File: config.mk
export PLATFORM = sky130hd
export DESIGN_NAME = output_port_tx
export DESIGN_NICKNAME = d
export VERILOG_FILES = /design/src/rtl/noc_params.sv /design/src/rtl/vc_tx_fsm.sv /design/src/rtl/output_port_tx.sv
export SDC_FILE = /design/constraint.sdc
export NUM_CORES = 1
export LEC_CHECK = 0
export ABC_AREA = 0
export CAP_MARGIN = 20
export CORE_UTILIZATION = 37
export CTS_CLUSTER_DIAMETER = 150
export DETAILED_ROUTE_END_ITERATION = 12
export PLACE_DENSITY = 0.75
export SETUP_SLACK_MARGIN = 0.3
export SYNTH_ARGS = -nofsm -noshare
export SYNTH_HDL_FRONTEND = slang
export SYNTH_SLANG_ARGS = --single-unit
File: constraint.sdc
create_clock -name clk -period 2.1 [get_ports clk]
set_clock_uncertainty 0.2 [all_clocks]
set_input_delay 0.42 -clock clk [delete_from_list [all_inputs] [get_ports clk]]
set_output_delay 0.42 -clock clk [all_outputs]
set_load 0.005 [all_outputs]
File: src/rtl/noc_params.sv
// Shared router parameters and types: flit format, flit labels and the
// per-VC transmit state used by the output ports.
package noc_params;

   localparam int VC_NUM         = 4;
   localparam int VC_SIZE        = $clog2(VC_NUM);
   localparam int FLIT_DATA_SIZE = 16;

   typedef enum logic [1:0] {
      HEAD     = 2'd0,
      BODY     = 2'd1,
      TAIL     = 2'd2,
      HEADTAIL = 2'd3
   } flit_label_t;

   typedef struct packed {
      flit_label_t                flit_label;
      logic [VC_SIZE-1:0]         vc_id;
      logic [FLIT_DATA_SIZE-1:0]  data;
   } flit_t;

   typedef enum logic [1:0] {
      IDLE      = 2'd0,
      ALLOCATED = 2'd1,
      DRAINING  = 2'd2
   } vc_tx_state_t;

   function automatic logic is_tail_label(input flit_label_t label);
      return (label == TAIL) || (label == HEADTAIL);
   endfunction

endpackage

File: src/rtl/vc_tx_fsm.sv
// Downstream state of one virtual channel as seen from the transmit side:
// IDLE until granted, ALLOCATED until its tail leaves, DRAINING until released.
module vc_tx_fsm
   import noc_params::*;
(
   input  logic         clk,
   input  logic         rst,
   input  logic         grant,
   input  logic         tail,
   input  logic         flit,
   input  logic         vc_release,
   output vc_tx_state_t state,
   output logic         err
);

   vc_tx_state_t state_reg;
   vc_tx_state_t state_next;

   always_ff @(posedge clk) begin
      if (rst) begin
         state_reg <= IDLE;
      end else begin
         state_reg <= state_next;
      end
   end

   // Decisions use the state before this edge, so a grant and a flit on the
   // same idle VC both see IDLE: the grant lands and the flit is flagged.
   always_comb begin
      state_next = state_reg;
      err        = 1'b0;
      case (state_reg)
         IDLE: begin
            if (grant) state_next = ALLOCATED;
            if (flit)  err        = 1'b1;
         end
         ALLOCATED: begin
            if (grant) err        = 1'b1;
            if (tail)  state_next = DRAINING;
         end
         DRAINING: begin
            if (grant || flit) err        = 1'b1;
            if (vc_release)    state_next = IDLE;
         end
         default: state_next = IDLE;
      endcase
   end

   assign state = state_reg;

endmodule

File: src/rtl/output_port_tx.sv
// Transmit side of one router output link: output flit register, on/off
// mirror, per-VC downstream state tracking and a sticky protocol-error flag.
module output_port_tx
   import noc_params::*;
(
   input  logic              clk,
   input  logic              rst,
   input  flit_t             flit_i,
   input  logic              valid_flit_i,
   input  logic [VC_NUM-1:0] on_off_i,
   input  logic [VC_NUM-1:0] vc_allocatable_i,
   input  logic [VC_NUM-1:0] vc_alloc_i,
   output flit_t             data_o,
   output logic              valid_flit_o,
   output logic [VC_NUM-1:0] is_on_o,
   output logic [VC_NUM-1:0] is_allocatable_o,
   output logic              error_o
);

   flit_t             data_reg;
   logic              valid_reg;
   logic [VC_NUM-1:0] is_on_reg;
   logic              error_reg;
   logic              error_next;

   logic              multi_grant;
   logic              flit_is_tail;
   logic              off_err;
   logic [VC_NUM-1:0] fsm_err;
   vc_tx_state_t      vc_state [VC_NUM];

   assign multi_grant  = ($countones(vc_alloc_i) > 1);
   assign flit_is_tail = is_tail_label(flit_i.flit_label);
   assign off_err      = valid_flit_i && !is_on_reg[flit_i.vc_id];

   // A malformed grant vector freezes every VC for the cycle; flits are
   // still checked against the unchanged state.
   generate
      for (genvar gi = 0; gi < VC_NUM; gi++) begin : g_vc
         logic flit_here;

         assign flit_here = valid_flit_i && (flit_i.vc_id == VC_SIZE'(gi));

         vc_tx_fsm u_fsm (
            .clk        (clk),
            .rst        (rst),
            .grant      (vc_alloc_i[gi] && !multi_grant),
            .tail       (flit_here && flit_is_tail && !multi_grant),
            .flit       (flit_here),
            .vc_release (vc_allocatable_i[gi] && !multi_grant),
            .state      (vc_state[gi]),
            .err        (fsm_err[gi])
         );

         assign is_allocatable_o[gi] = (vc_state[gi] == IDLE);
      end
   endgenerate

   assign error_next = error_reg || (|fsm_err) || multi_grant || off_err;

   always_ff @(posedge clk) begin
      if (rst) begin
         data_reg  <= '0;
         valid_reg <= 1'b0;
         is_on_reg <= '1;
         error_reg <= 1'b0;
      end else begin
         valid_reg <= valid_flit_i;
         if (valid_flit_i) data_reg <= flit_i;
         is_on_reg <= on_off_i;
         error_reg <= error_next;
      end
   end

   assign data_o       = data_reg;
   assign valid_flit_o = valid_reg;
   assign is_on_o      = is_on_reg;
   assign error_o      = error_reg;

endmodule

==> metrics.yaml <==
outcome:
  status: "finished clean"
die:
  dieArea_mm2: 0.00425
  core-area_mm2: 0.00374
  io_pins: 65
  die_x_um: 65.2
  start_util_pct: 39.5
  rows: 22
  die_h_um: 65.2
cts:
  cts_hold_buf: 0
  cts_tree: "yes"
  cts-root-buf: "clkbuf_8"
  clk_pin_slew_ns: 0.07
  htreeDepth: 2
  clk_path_buf_depth: 2
  clock_latency_ns: 0.29
  clock-sinks: 34
  numCtsBuffers: 5
hold_path:
  whs_path_depth: 3
  worstHoldStart: "vc_alloc_i[0]"
  hp-class: "in2reg"
  whs_endpoint: "g_vc[0].u_fsm.state[0]$_SDFFE_PP0P_"
synthesis:
  ys_types: 34
  synthAdderAreaFrac_pct: 1.35
  netlist.area_leader.share_pct: 46.1
  yosysTopAreaCell: "dfxtp_1"
  synth_compound_gate_area_share_pct: 9.57
  postSynthCellCount: 160
  yosysWarningCount: 0
  synth-seq-cells: 34
  async_reset_ff_share_pct: 0
  synth_edf_count: 0
  synth_top_family_by_area: "simple AND/OR/NAND/NOR gates"
  synth_xor_area_share_pct: 1.19
  synth_simple_gate_area_share_pct: 22.0
  ys.flop_type: "dfxtp_1"
  ys_seq_area_share_pct: 46.1
  synth.mux.area_fraction_pct: 12.9
  synth_top_cells_by_area: "dfxtp_1 (46%), mux2i_1 (13%), nor2_1 (6.4%)"
  syn_nets: 196
  syn_avg_cell_area_um2: 9.24
  synthesis.area_mm2: 0.00148
pwr:
  comb_power_share_pct: 19.5
  power_density_mw_per_mm2: 629
  internal-power_uw: 1130
  switchingPower_uw: 368
  clkPwrFrac_pct: 33.3
  peakVddDrop_mv: 0.414
  fin_total_pwr_uw: 1500
  swShare_pct: 24.6
  cellLeakagePower_uw: 0.00108
  power_frac_seq_pct: 47.2
grt:
  gr-total-overflow: 0
  first_global_vias: 1369
  grt_antenna_before_repair: 0
  grt_max_degree: 35
  grt_pass1_wl_um: 6040
  gr-usage-all-layers_pct: 19.0
worst_setup_path:
  cpLargestDelayFamily: "simple AND/OR/NAND/NOR gates"
  critPathRequiredTime_ns: 2.12
  crit_path_start_kind: "input port"
  slowest_delay_ns: 0.54
  r2r-end: "g_vc[2].u_fsm.state[1]$_SDFFE_PP0P_"
  critPathBufInv: 2
  path_cells: "buf_8 -> inv_8 -> fa_1 -> nand2b_4 -> nand4_1 -> or3b_1 -> a21oi_2"
  path_class: "in2reg"
  arrival_ns: 1.86
  worstSetupEndpointType: "flop"
  reg2reg_depth: 4
  r2r-start: "g_vc[2].u_fsm.state[0]$_SDFFE_PP0P_"
  cp_max_fo: 8
  crit_slowest_cell: "fa_1"
  r2r_slack_ns: 0.50
sta:
  max_slew_margin_pct: 79.4
  min_period_ns: 1.84
  setup_viol: 0
  rsz0062_at_grt: "true"
  fmax_ghz: 0.543
  final_hold_viol_count: 0
  fin_setup_tns_ns: 0
  tightestPinTransition_ns: 0.309
  maxSlewViolCount: 0
  fin_crit_sh_pct: 87.7
job:
  drv_cap: 0
layout:
  diodes: 0
  fin_nets: 269
  utilization_pct: 63.5
  fill_cells: 339
  area_growth_pct: 60.8
  largest_register_ffs: 20
  regArea_um2: 699
  multi_input_area_um2: 709
  drive_gt1_share_pct: 20.5
placed_design:
  dpl.hpwl_um: 2480
  portBuffers: 64
  gp_congestion: 0.752
drt:
  via_count: 1410
  drc: 0
  first_pass_iters: 4
  vias_per_cell: 5.00
  wl_per_cell_um: 13.0
  drt_iter0_markers: 86
  ant_nets: 0
  wl_um: 3670
-- kinds of logic (layout without fill, tap and decap cells) --
logic type | count (synthesis) | count (layout)
multiplexers | 19 | 19
AO/OA/AOI/OAI | 21 | 21
AND/OR/NAND/NOR | 63 | 63
flip-flops | 34 | 34
buffers and inverters | 20 | 94
adder cells (fa/ha/maj) | 1 | 1
XOR/XNOR | 2 | 2
-- Yosys cell counts, types with 2 or more instances --
master and number:
clkbuf_1 5, buf_2 4, nand4b_1 2, nor3_1 2, a21oi_1 7, a211oi_1 2, and3_1 2, buf_4 6
nand2b_1 3, or2_2 4, nor2_1 25, xnor2_1 2, a31oi_1 5, dfxtp_1 34, nand3b_1 2, inv_1 5
nand4_1 3, or3_1 2, mux2i_1 19, nand3_1 4, or3b_1 3, nand2_1 7
-- placed cells by master, fill, tap and decap left out, types with 3 or more instances in the layout --
master	Yosys	layout
nand2_1	7	7
mux2i_1	19	19
buf_4	6	16
or3b_1	3	3
dfxtp_1	34	25
nor2_1	25	25
clkdlybuf4s50_1	0	45
dlygate4sd2_1	0	7
a31oi_1	5	5
clkbuf_8	0	6
dfxtp_4	0	3
or2_2	4	4
a21oi_1	7	5
nand4_1	3	3
dlymetal6s2s_1	0	9
nand3_1	4	4
dfxtp_2	0	6
-- tightest hold or removal path, stage by stage --
cell	delay, ns
buf_2	0.11
nand4b_1	0.09
a211oi_1	0.06
-- metal layers --
metal	share of wire, %	routed length, um	GRT usage, %
met1	43	1580	20.6
met2	46	1670	30.8
met3	9.5	349	9.38
met4	1.8	65	8.97
met5	0	0	0
-- worst max-delay path by stage --
| stage | from | endpoint | slack (ns) | cells past startpoint |
|---|---|---|---|---|
| global route | vc_alloc_i[1] | g_vc[1].u_fsm.state[1]$_SDFFE_PP0P_ | 0.21 | 7 |
| CTS | vc_alloc_i[1] | g_vc[1].u_fsm.state[1]$_SDFFE_PP0P_ | 0.27 | 7 |
| global placement | vc_alloc_i[1] | g_vc[3].u_fsm.state[1]$_SDFFE_PP0P_ | -0.51 | 7 |
| finish | vc_alloc_i[1] | g_vc[1].u_fsm.state[1]$_SDFFE_PP0P_ | 0.26 | 7 |
| detailed placement | vc_alloc_i[1] | g_vc[1].u_fsm.state[1]$_SDFFE_PP0P_ | -0.53 | 7 |
| floorplan | vc_alloc_i[1] | g_vc[0].u_fsm.state[1]$_SDFFE_PP0P_ | 0.07 | 7 |
-- power by group through the flow --
stage | sequential, uW | clock [uW] | combinational (uW)
global placement | 720 | 0 | 296
CTS | 706 | 515 | 295
global route | 711 | 542 | 317
floorplan | 718 | 0 | 135
detailed placement | 721 | 0 | 299
finish | 706 | 498 | 291
-- per-stage QoR --
| step | instance area [um^2] | instances | setup slack (ns) | hold WS [ns] |
|---|---|---|---|---|
| 6_report | 2380 | 282 | 0.257 | 0.243 |
| 5_1_grt | 2380 | 282 | 0.206 | 0.247 |
| 4_1_cts | 2330 | 280 | 0.274 | 0.233 |
| 3_5_place_dp | 2200 | 268 | -0.532 | 0.276 |
| 3_3_place_gp | 2200 | 268 | -0.508 | 0.260 |
| 2_1_floorplan | 1500 | 160 | 0.0695 | 0.266 |
-- timing repair --
item,4_1_cts,5_1_grt
pin swaps,5,2
buffers inserted,4,2
cloned,0,0
setup endpoints to repair,13,16
resized for setup,33,13
-- cell type report --
cell class	count	share of cell area (%)
Clock buffer	7	3.63
Clock inverter	1	0.211
Inverter	5	1.11
Multi-Input combinational cell	106	29.9
Sequential cell	34	29.4
Tap cell	48	2.53
Timing Repair Buffer	81	33.2
Power figures use the tool's default switching activity.
